$ cat src/rtl/button_pkg.sv
// Shared state encoding and timing defaults for the button press classifier.
// Default cycle counts assume a 27 MHz clock: 1 s long-press hold, 300 ms double-press gap.
package button_pkg;

  typedef enum logic [2:0] {
    ST_IDLE      = 3'd0,
    ST_PRESS1    = 3'd1,
    ST_LONG_HELD = 3'd2,
    ST_GAP       = 3'd3,
    ST_PRESS2    = 3'd4
  } state_t;

  localparam int unsigned DEFAULT_LONG_CYCLES = 27000000;
  localparam int unsigned DEFAULT_GAP_CYCLES  = 8100000;

  // Counter only has to reach max(long, gap) - 1, so clog2 of the larger bound suffices.
  function automatic int cnt_width(input int unsigned a, input int unsigned b);
    int unsigned m;
    m = (a > b) ? a : b;
    return (m > 1) ? $clog2(m) : 1;
  endfunction

endpackage

$ cat src/rtl/button_press_classifier.sv
// Classifies a debounced button into short / long / double press pulses.
// Latency: every output registered, pulses appear the cycle after the deciding edge; no backpressure (fire-and-forget pulses).
module button_press_classifier
  import button_pkg::*;
#(
  parameter int unsigned LONG_CYCLES = DEFAULT_LONG_CYCLES,
  parameter int unsigned GAP_CYCLES  = DEFAULT_GAP_CYCLES
) (
  input  logic clk,
  input  logic rst,
  input  logic btn_level,
  output logic short_press,
  output logic long_press,
  output logic double_press,
  output logic busy
);

  localparam int CNT_W = cnt_width(LONG_CYCLES, GAP_CYCLES);
  localparam logic [CNT_W-1:0] LONG_LAST = CNT_W'(LONG_CYCLES - 1);
  localparam logic [CNT_W-1:0] GAP_LAST  = CNT_W'(GAP_CYCLES - 1);
  localparam logic [CNT_W-1:0] CNT_ONE   = CNT_W'(1);

  state_t           state_q;
  state_t           state_d;
  logic [CNT_W-1:0] cnt_q;
  logic [CNT_W-1:0] cnt_d;
  logic             short_d;
  logic             long_d;
  logic             double_d;
  logic             busy_d;

  always_comb begin
    state_d  = state_q;
    cnt_d    = cnt_q;
    short_d  = 1'b0;
    long_d   = 1'b0;
    double_d = 1'b0;

    unique case (state_q)
      ST_IDLE: begin
        if (btn_level) begin
          state_d = ST_PRESS1;
          cnt_d   = '0;
        end
      end

      // Release wins over the terminal count, so a hold of exactly LONG_CYCLES is still short.
      ST_PRESS1: begin
        if (!btn_level) begin
          state_d = ST_GAP;
          cnt_d   = '0;
        end else if (cnt_q == LONG_LAST) begin
          state_d = ST_LONG_HELD;
          long_d  = 1'b1;
        end else begin
          cnt_d = cnt_q + CNT_ONE;
        end
      end

      ST_LONG_HELD: begin
        if (!btn_level) begin
          state_d = ST_IDLE;
        end
      end

      // A press on the terminal gap cycle still counts as the second press.
      ST_GAP: begin
        if (btn_level) begin
          state_d = ST_PRESS2;
          cnt_d   = '0;
        end else if (cnt_q == GAP_LAST) begin
          state_d = ST_IDLE;
          short_d = 1'b1;
        end else begin
          cnt_d = cnt_q + CNT_ONE;
        end
      end

      ST_PRESS2: begin
        if (!btn_level) begin
          state_d  = ST_IDLE;
          double_d = 1'b1;
        end
      end

      default: begin
        state_d = ST_IDLE;
      end
    endcase

    busy_d = (state_d != ST_IDLE);
  end

  always_ff @(posedge clk or posedge rst) begin
    if (rst) begin
      state_q      <= ST_IDLE;
      cnt_q        <= '0;
      short_press  <= 1'b0;
      long_press   <= 1'b0;
      double_press <= 1'b0;
      busy         <= 1'b0;
    end else begin
      state_q      <= state_d;
      cnt_q        <= cnt_d;
      short_press  <= short_d;
      long_press   <= long_d;
      double_press <= double_d;
      busy         <= busy_d;
    end
  end

endmodule
$ cat config.mk
export PLATFORM = sky130hd
export DESIGN_NAME = button_press_classifier
export DESIGN_NICKNAME = d
export VERILOG_FILES = /design/src/rtl/button_pkg.sv /design/src/rtl/button_press_classifier.sv
export SDC_FILE = /design/constraint.sdc
export NUM_CORES = 1
export LEC_CHECK = 0
export CORE_UTILIZATION = 44
export CTS_BUF_LIST = sky130_fd_sc_hd__clkbuf_4
export DETAILED_ROUTE_END_ITERATION = 12
export HOLD_SLACK_MARGIN = 0.15
export SLEW_MARGIN = 20
export SYNTH_ARGS = -nofsm -noshare
export SYNTH_HDL_FRONTEND = slang
export SYNTH_SLANG_ARGS = --single-unit
export TNS_END_PERCENT = 10
$ cat constraint.sdc
create_clock -name clk -period 3.5 [get_ports clk]
set_input_delay 0.525 -clock clk [delete_from_list [all_inputs] [get_ports clk]]
set_output_delay 0.525 -clock clk [all_outputs]
set_load 0.02 [all_outputs]
==> results by group <==
Drt
  – Drt initial violations: 226
  – Routed WL: 4820 µm
  – Via density: 6.58
  – Pre-Repair DR Iteration Count: 5
  – DR DRC count: 0
  – Post-route ant nets: 0
  – Drt wl/cell: 17.6 µm
  – Via count: 1,804

Worst setup path
  – Worst Path Max Fanout: 14
  – Worst-path cell chain: ha_1 -> nand4_1 -> or4_4 -> or2_2 -> a22oi_4 -> o31ai_1
  – Slowest-stage cell, CP: or4_4
  – Worst path max stage delay: 0.67 ns
  – Crit. End Element: flip-flop
  – Worst path required time: 3.70 ns
  – Crit path DAT: 2.92 ns
  – Crit-path leading delay family: simple AND/OR/NAND/NOR gates
  – Buf+Inv Stages, Crit Path: 0
  – Critical path type: flip-flop to flip-flop
  – Setup crit start kind: flip-flop

Layout
  – P&R area growth vs syn: 7.93%
  – Nets@finish: 227
  – Commonest non-fill, non-tap cell in the layout: dfrtp_1
  – Final instance area: 2130 µm²
  – Fillers: 406
  – Share of post-route cells with drive strength above 1: 0.0938
  – Number of antenna diodes: 0
  – Most frequent cells in the layout: dfrtp_1 (32), o31ai_1 (20), nor2_1 (18)
  – Fin cells: 274

Placement
  – Placed insts: 266
  – Post-DP Area: 2050 µm²
  – DP HPWL: 3380 µm
  – Routability cong.: 0.921
  – Buffers added on ports: 6

Logic synthesis
  – Yosys reg bits: 32
  – EDFF count, synth: 0
  – Ys Warns: 0
  – Distinct cells, synth: 48
  – Cell Area, Synth: 1970 µm²
  – Syn Nets: 224
  – Avg Synthesized Cell Area: 8.97 µm²
  – Async SR Flop Fraction: 1.00
  – Mapped Cells: 220
  – Seq/Total Area, Yosys: 0.406
  – Ys flop type: dfrtp_1

Worst hold path
  – Min-Delay Path Class: flip-flop to flip-flop

Run
  – Max-cap viol count: 0

Floorplanning
  – Die Wd: 69.0 µm
  – Core box area: 4140 µm²
  – Die Y: 69.0 µm
  – Num ports: 7
  – Cell row count: 23
  – Starting density of the core: 0.476
  – Die area: 4760 µm²

Clocking
  – CTS tree: built
  – Clock buffer depth: 2
  – Worst-path clk slew: 0.11 ns
  – Postcts setup bufs: 0
  – Max H-tree Level: 2
  – PostCTS Resize Cnt: 0
  – CTS Sinks: 32
  – Hold-fix buffers, CTS: 0
  – Clock root buffer: clkbuf_4
  – Worst skew pair latency: 0.33 ns
  – CTS buffer count: 5

Global routing
  – Total grt overflow: 0
  – Global-route wire length before repair: 8140 µm
  – Initial antenna violation count: 0
  – Largest net degree at the start of global routing: 33
  – Tot GR Track Use: 0.236
  – Vias in the first global route: 1,656

STA
  – RSZ-0062 raised after global routing: false
  – Worst-margin pin slew: 0.610 ns
  – Fin. Hold Viols: 0
  – Min Tclk post-route: 2.72 ns
  – Final Skew: 0.0127 ns
  – Slew margin rel.: 0.592
  – Hold_ws: 0.548 ns
  – Setup_tns: 0 ns
  – Max frequency: 367 MHz
  – Final worst path period share: 0.778
  – Slew Viols, Final: 0
  – Final setup vio count: 0

Power
  – Peak VDD IR: 0.000250 V
  – PD cells: 461 nW/µm²
  – Leakage: 0.827 nW

Status
  – Run status: finished, final reports clean
## synth_stat cells (2+ instances only)
cell type  number  area share
a21oi_1         7       0.018
a31oi_1         3      0.0095
a41oi_1         2      0.0089
and2_1          2      0.0063
and4_1          3       0.013
buf_6           2       0.011
clkbuf_1        9       0.017
dfrtp_1        32        0.41
inv_1          10       0.019
mux2i_1         2       0.010
nand2_1        16       0.030
nand2b_1        7       0.022
nand3_1        13       0.033
nand4_1        10       0.032
nor2_1         18       0.034
nor2b_1         2      0.0063
nor3_1          8       0.020
nor4_1          5       0.016
o21ai_0         7       0.018
o21ai_1         3      0.0076
o31ai_1        20       0.076
o41ai_1         6       0.027
or2_2           2      0.0063
or4_1           4       0.015
or4_4           2       0.011
xnor2_1         2      0.0089
xor2_1          2      0.0089
## worst register-to-register path, cell delays in order (launching register included)
cell and delay (ns):
dfrtp_1 0.44, ha_1 0.24, nand4_1 0.33, or4_4 0.68, or2_2 0.36, a22oi_4 0.40
o31ai_1 0.14
## per-layer routing
| metal | GRT usage | vias to the layer above | wire length [µm] |
|---|---|---|---|
| li1 | - | 845 | - |
| met1 | 0.313 | 890 | 2110 |
| met2 | 0.374 | 62 | 2310 |
| met3 | 0.0395 | 7 | 322 |
| met4 | 0.105 | 0 | 72 |
| met5 | 0 | - | 0 |
## power by group
group | total [mW] | switching, mW | internal (mW) | leakage, nW
Combinational | 0.263 | 0.178 | 0.0853 | 0.342
Clock | 0.287 | 0.129 | 0.158 | 0.0456
Sequential | 0.431 | 0.0392 | 0.392 | 0.439
## final cells by class
cell class / count / area [µm²] / area share
Inverter: 10 / 37.5 / 0.0176
Multi-Input combinational cell: 165 / 1070 / 0.501
Tap cell: 50 / 62.6 / 0.0294
Sequential cell: 32 / 801 / 0.376
Clock inverter: 2 / 35.0 / 0.0165
Clock buffer: 6 / 45.0 / 0.0212
Timing Repair Buffer: 9 / 82.6 / 0.0388
## registers in the layout, summed over array words and instances (netlist names)
signal / flops
busy: 1
short_press: 1
double_press: 1
cnt_q: 25
state_q: 3
long_press: 1
## through the flow
step	util	worst slack, ns	total power, mW
4_1_cts	0.514	0.790	0.986
6_report	0.514	0.778	0.981
3_3_place_gp	0.495	0.697	0.692
5_1_grt	0.514	0.652	1.05
3_5_place_dp	0.495	0.643	0.699
2_1_floorplan	-	1.06	0.635
## worst paths after layout
path                       startpoint   endpoint  slack [ns]  depth (start not counted)
max reg2reg                  cnt_q[0]  cnt_q[15]        0.78                          6
max in group asynchronous         rst  cnt_q[11]        2.61                          3
min                         cnt_q[15]  cnt_q[15]        0.55                          1
min reg2reg                 cnt_q[15]  cnt_q[15]        0.55                          1
min in group asynchronous         rst       busy        0.58                          3
max                          cnt_q[0]  cnt_q[15]        0.78                          6
## cell families after synthesis
family                     after synthesis  share of synthesized area
AOI/OAI and AO/OA                       57                      0.221
xor gates and xnor gates                 4                     0.0178
adders and majority gates                1                    0.00634
buffers and inverters                   23                     0.0539
DFF                                     32                      0.406
muxes                                    3                     0.0159
and+or+nand+nor                        100                      0.280
No activity file was read; power rests on OpenSTA's default activity.
==> patch 1: new RTL, same flow settings <==
The package constant `DEFAULT_GAP_CYCLES` goes from 8100000 to 32400000.
--- a/src/rtl/button_pkg.sv
+++ b/src/rtl/button_pkg.sv
@@ -11,7 +11,7 @@
   } state_t;
 
   localparam int unsigned DEFAULT_LONG_CYCLES = 27000000;
-  localparam int unsigned DEFAULT_GAP_CYCLES  = 8100000;
+  localparam int unsigned DEFAULT_GAP_CYCLES  = 32400000;
 
   // Counter only has to reach max(long, gap) - 1, so clog2 of the larger bound suffices.
   function automatic int cnt_width(input int unsigned a, input int unsigned b);
Check against the original RTL: same outputs for any inputs over 10 cycles, from zero or initial values and one cycle with rst high; that may be too few to reach the edited logic, so the function may still have changed.
==> patch 1 against the unedited design <==
Final area grew 13%. Wire length grew 9.5%. Utilization shrank 1.5 points. Sequential cell count is the same. Total power grew 24%. Setup slack gained 0.39 ns. Synthesized cell count grew 13%. Area after synthesis grew 14%. Critical path depth is the same.
==> patch 1: results (changes against the unedited design) <==
[critical_path]
slowest_stage = or4_1  ; was or4_4
worstReg2RegEnd = cnt_q[14]  ; was cnt_q[15]
crit_fanout = 19  ; was 14
slowest_delay_ns = 0.57  ; was 0.67 ns
cp_data_arrival_time_ns = 2.60  ; was 2.92 ns

[global_routing]
grt_pass1_wl_um = 8930  ; was 8140 um
grtUsageTotal = 0.215  ; was 0.236
gr-usage-met3 = 0.0480  ; was 0.0395
grtUsageMet1 = 0.327  ; was 0.313
grt_pass1_vias = 1718  ; was 1656
use_met2 = 0.304  ; was 0.374

[sta]
fin_skew_ns = 0.0207  ; was 0.0127 ns
worst-slew-pin-transition_ns = 0.643  ; was 0.610 ns
timing.final.ws_setup_ns = 1.17  ; was 0.778 ns
hold_ws_ns = 0.563  ; was 0.548 ns

[logic_synthesis]
synth-seq-area-share = 0.356  ; was 0.406
syn_nets = 252  ; was 224
yosys-mux-area-fraction = 0.0400  ; was 0.0159
synth-compound-area-share = 0.197  ; was 0.221
synth_area_leaders = dfrtp_1 36%, o31ai_1 5.0%, mux2i_1 4.0%  ; was dfrtp_1 41%, o31ai_1 7.6%, nor2_1 3.4%
post_synth.cell_area_avg_um2 = 9.08  ; was 8.97 um2

[drt]
dr_wl_met2_um = 2350  ; was 2310 um
viasPerCell = 5.99  ; was 6.58
drt_pass1_iterations = 4  ; was 5
routed_wl_um = 5270  ; was 4820 um
met3_length_um = 135  ; was 322 um
first_iter_violations = 121  ; was 226
wl_met1_um = 2730  ; was 2110 um

[power_and_ir_drop]
ir_drop_v = 0.000252  ; was 0.000250 V
switching_share = 0.413  ; was 0.353
leakage_nw = 0.935  ; was 0.827 nW

[placement]
globalplace.congestion = 0.875  ; was 0.921
place_hpwl_um = 3740  ; was 3380 um
place_area_mm2 = 0.00232  ; was 0.00205 mm2
pre_cts_ws_ns = 0.824  ; was 0.643 ns

[finish]
fin_cells = 319  ; was 274
largest_reg_flops = 25  ; unchanged
nNetsFinal = 255  ; was 227
layout-drive-gt1-share = 0.0952  ; was 0.0938

[status]
status = finished, final reports clean  ; unchanged

[clocking]
clk_pin_slew_worst_paths_ns = 0.13  ; was 0.11 ns

-- patch 1: cell count changes after synthesis, sizes merged, moves of 4 or more --
cell    change
mux2i       +7
buf         +6
clkbuf      -6
nand2       +6
o41ai       -6
a211oi      +5
and3        +5
nand3       -5
o31ai       -5
a21oi       +4
nand2b      +4
nor2b       +4
nor4b       +4
-- patch 1: cell type report --
| type | instances | area, um2 |
|---|---|---|
| tap | 67 | 83.8 |
| sequential | 32 | 801 |
| fill | 488 | 2410 |
| clock buffer | 5 | 37.5 |
| timing repair buffer | 9 | 82.6 |
| multi-input combinational | 194 | 1320 |
| clock inverter | 3 | 42.5 |
| inverter | 9 | 33.8 |
-- patch 1: power groups by stage --
stage	sequential [W]	combinational, W	clock (W)
after floorplan	0.000448	0.000419	0
after global placement	0.000493	0.000435	0
after detailed placement	0.000491	0.000439	0
after CTS	0.000485	0.000440	0.000294
after global routing	0.000498	0.000492	0.000315
final	0.000487	0.000440	0.000288
==> patch 2: new RTL, same settings <==
Without the edit above. Register the input `btn_level` before use, with the module's reset. The logic sees it one clock later.
--- a/src/rtl/button_press_classifier.sv
+++ b/src/rtl/button_press_classifier.sv
@@ -20,6 +20,16 @@
   localparam logic [CNT_W-1:0] GAP_LAST  = CNT_W'(GAP_CYCLES - 1);
   localparam logic [CNT_W-1:0] CNT_ONE   = CNT_W'(1);
 
+  logic btn_level_q;
+
+  always_ff @(posedge clk or posedge rst) begin
+    if (rst) begin
+      btn_level_q <= '0;
+    end else begin
+      btn_level_q <= btn_level;
+    end
+  end
+
   state_t           state_q;
   state_t           state_d;
   logic [CNT_W-1:0] cnt_q;
@@ -38,7 +48,7 @@
 
     unique case (state_q)
       ST_IDLE: begin
-        if (btn_level) begin
+        if (btn_level_q) begin
           state_d = ST_PRESS1;
           cnt_d   = '0;
         end
@@ -46,7 +56,7 @@
 
       // Release wins over the terminal count, so a hold of exactly LONG_CYCLES is still short.
       ST_PRESS1: begin
-        if (!btn_level) begin
+        if (!btn_level_q) begin
           state_d = ST_GAP;
           cnt_d   = '0;
         end else if (cnt_q == LONG_LAST) begin
@@ -58,14 +68,14 @@
       end
 
       ST_LONG_HELD: begin
-        if (!btn_level) begin
+        if (!btn_level_q) begin
           state_d = ST_IDLE;
         end
       end
 
       // A press on the terminal gap cycle still counts as the second press.
       ST_GAP: begin
-        if (btn_level) begin
+        if (btn_level_q) begin
           state_d = ST_PRESS2;
           cnt_d   = '0;
         end else if (cnt_q == GAP_LAST) begin
@@ -77,7 +87,7 @@
       end
 
       ST_PRESS2: begin
-        if (!btn_level) begin
+        if (!btn_level_q) begin
           state_d  = ST_IDLE;
           double_d = 1'b1;
         end
Check against the original RTL: not equivalent (a bounded check fails within 4 cycles, from zero or initial values and one cycle with rst high).
==> patch 2 against the unedited design <==
Total power fell by 6.8%. Die area decreased by 2.3%. Setup slack better by 0.44 ns. Maximum frequency up 19%. Wire length down 9.9%. Final area down 2.2%. Area after synthesis fell by 2.4%. Worst hold slack worse by 0.0060 ns. Sequential cell count rose by 1. Highest routed layer unchanged.
==> patch 2: results (changes against the unedited design) <==
[global_routing]
grtUsageTotal = 0.227  ; was 0.236
grtUsageMet1 = 0.325  ; was 0.313
grt_pass1_vias = 1517  ; was 1656
use_met2 = 0.336  ; was 0.374
gr-usage-met3 = 0.0400  ; was 0.0395
grt_start_max_net_pins = 18  ; was 33
grt_pass1_wl_um = 7780  ; was 8140 um

[logic_synthesis]
netlist_instances = 211  ; was 220
synthTopCellsByCount = 33 x dfrtp_1, 22 x nand2_1, 21 x nor2_1  ; was 32 x dfrtp_1, 20 x o31ai_1, 18 x nor2_1
synth-seq-area-share = 0.429  ; was 0.406
synth_area_leaders = dfrtp_1 43%, xor2_1 5.9%, nand2_1 4.3%  ; was dfrtp_1 41%, o31ai_1 7.6%, nor2_1 3.4%
synthDistinctLibCells = 50  ; was 48
syn_nets = 215  ; was 224

[placement]
globalplace.congestion = 0.875  ; was 0.921
dp_cells = 258  ; was 266
place_hpwl_um = 3190  ; was 3380 um
place_area_mm2 = 0.00200  ; was 0.00205 mm2
pre_cts_ws_ns = 1.28  ; was 0.643 ns

[drt]
drt_pass1_iterations = 4  ; was 5
first_iter_violations = 121  ; was 226
post_drt_wl_per_cell_um = 16.3  ; was 17.6 um
num_vias = 1620  ; was 1804

[clocking]
clk_pin_slew_worst_paths_ns = 0.10
cts_root_buffer = clkbuf_4  ; unchanged

[power_and_ir_drop]
leakage_nw = 0.866  ; was 0.827 nW
ir_drop_v = 0.000269  ; was 0.000250 V

[finish]
final.fill_count = 398  ; was 406
fin_cells = 266  ; was 274
reg.largest.list = cnt_q (25), state_q (3)  ; unchanged
layout-drive-gt1-share = 0.0880  ; was 0.0938

[critical_path]
slowest_stage = nor2_2  ; was or4_4
crit_fanout = 17  ; was 14
slowest_delay_ns = 0.60  ; was 0.67 ns
cp_data_arrival_time_ns = 2.49  ; was 2.92 ns

[sta]
worst-slew-pin-transition_ns = 0.686  ; was 0.610 ns
fin_skew_ns = 0.00734  ; was 0.0127 ns

[status]
status = finished, final reports clean  ; unchanged

## patch 2: changes by cell type in the layout (fill, tap and decap cells not counted), moves of 3 or more
cell      change
nand2b_1      -6
o41ai_1       -6
nor3b_1       +3
nor2_1        +3
o31ai_1      -18
xor2_1       +11
inv_1         -5
o21ai_1       -3
nand2_1       +6
nor4_1        -3
## patch 2: path summary, 6_finish.rpt
check / start / to / slack (ns) / cells after the start
max: btn_level_q / cnt_q[22] / 1.22 / 5
max reg2reg: btn_level_q / cnt_q[22] / 1.22 / 5
min reg2reg: cnt_q[0] / cnt_q[0] / 0.54 / 1
min: cnt_q[0] / cnt_q[0] / 0.54 / 1
min in group asynchronous: rst / cnt_q[11] / 0.56 / 2
max in group asynchronous: rst / cnt_q[3] / 2.27 / 3
## patch 2: power by group
part | switching [W] | internal, W | total [W]
logic | 0.000126 | 0.0000530 | 0.000179
registers | 0.0000414 | 0.000407 | 0.000449
clock network | 0.000131 | 0.000156 | 0.000287
## patch 2: routing by layer
layer  vias to the layer above  share of wire  wire length [um]
met5                         -              0                 0
met4                         0          0.018                79
met3                         9          0.049               213
met2                        43           0.45              1950
met1                       784           0.48              2090
li1                        784              -                 -
## patch 2: logic make-up after synthesis
| kind of cell | synth area share |
|---|---|
| AO/OA/AOI/OAI | 0.109 |
| buffers and inverters | 0.0364 |
| AND/OR/NAND/NOR | 0.352 |
| flip-flops | 0.429 |
| adder cells (fa/ha/maj) | 0.00650 |
| XOR/XNOR | 0.0682 |
## patch 2: cell type report
class	count	area (um2)	share of cell area
Multi-Input combinational cell	163	1030	0.494
Sequential cell	33	826	0.396
Timing Repair Buffer	7	67.6	0.0324
Tap cell	50	62.6	0.0300
Clock buffer	6	45.0	0.0216
Clock inverter	2	33.8	0.0162
Inverter	5	18.8	0.00901
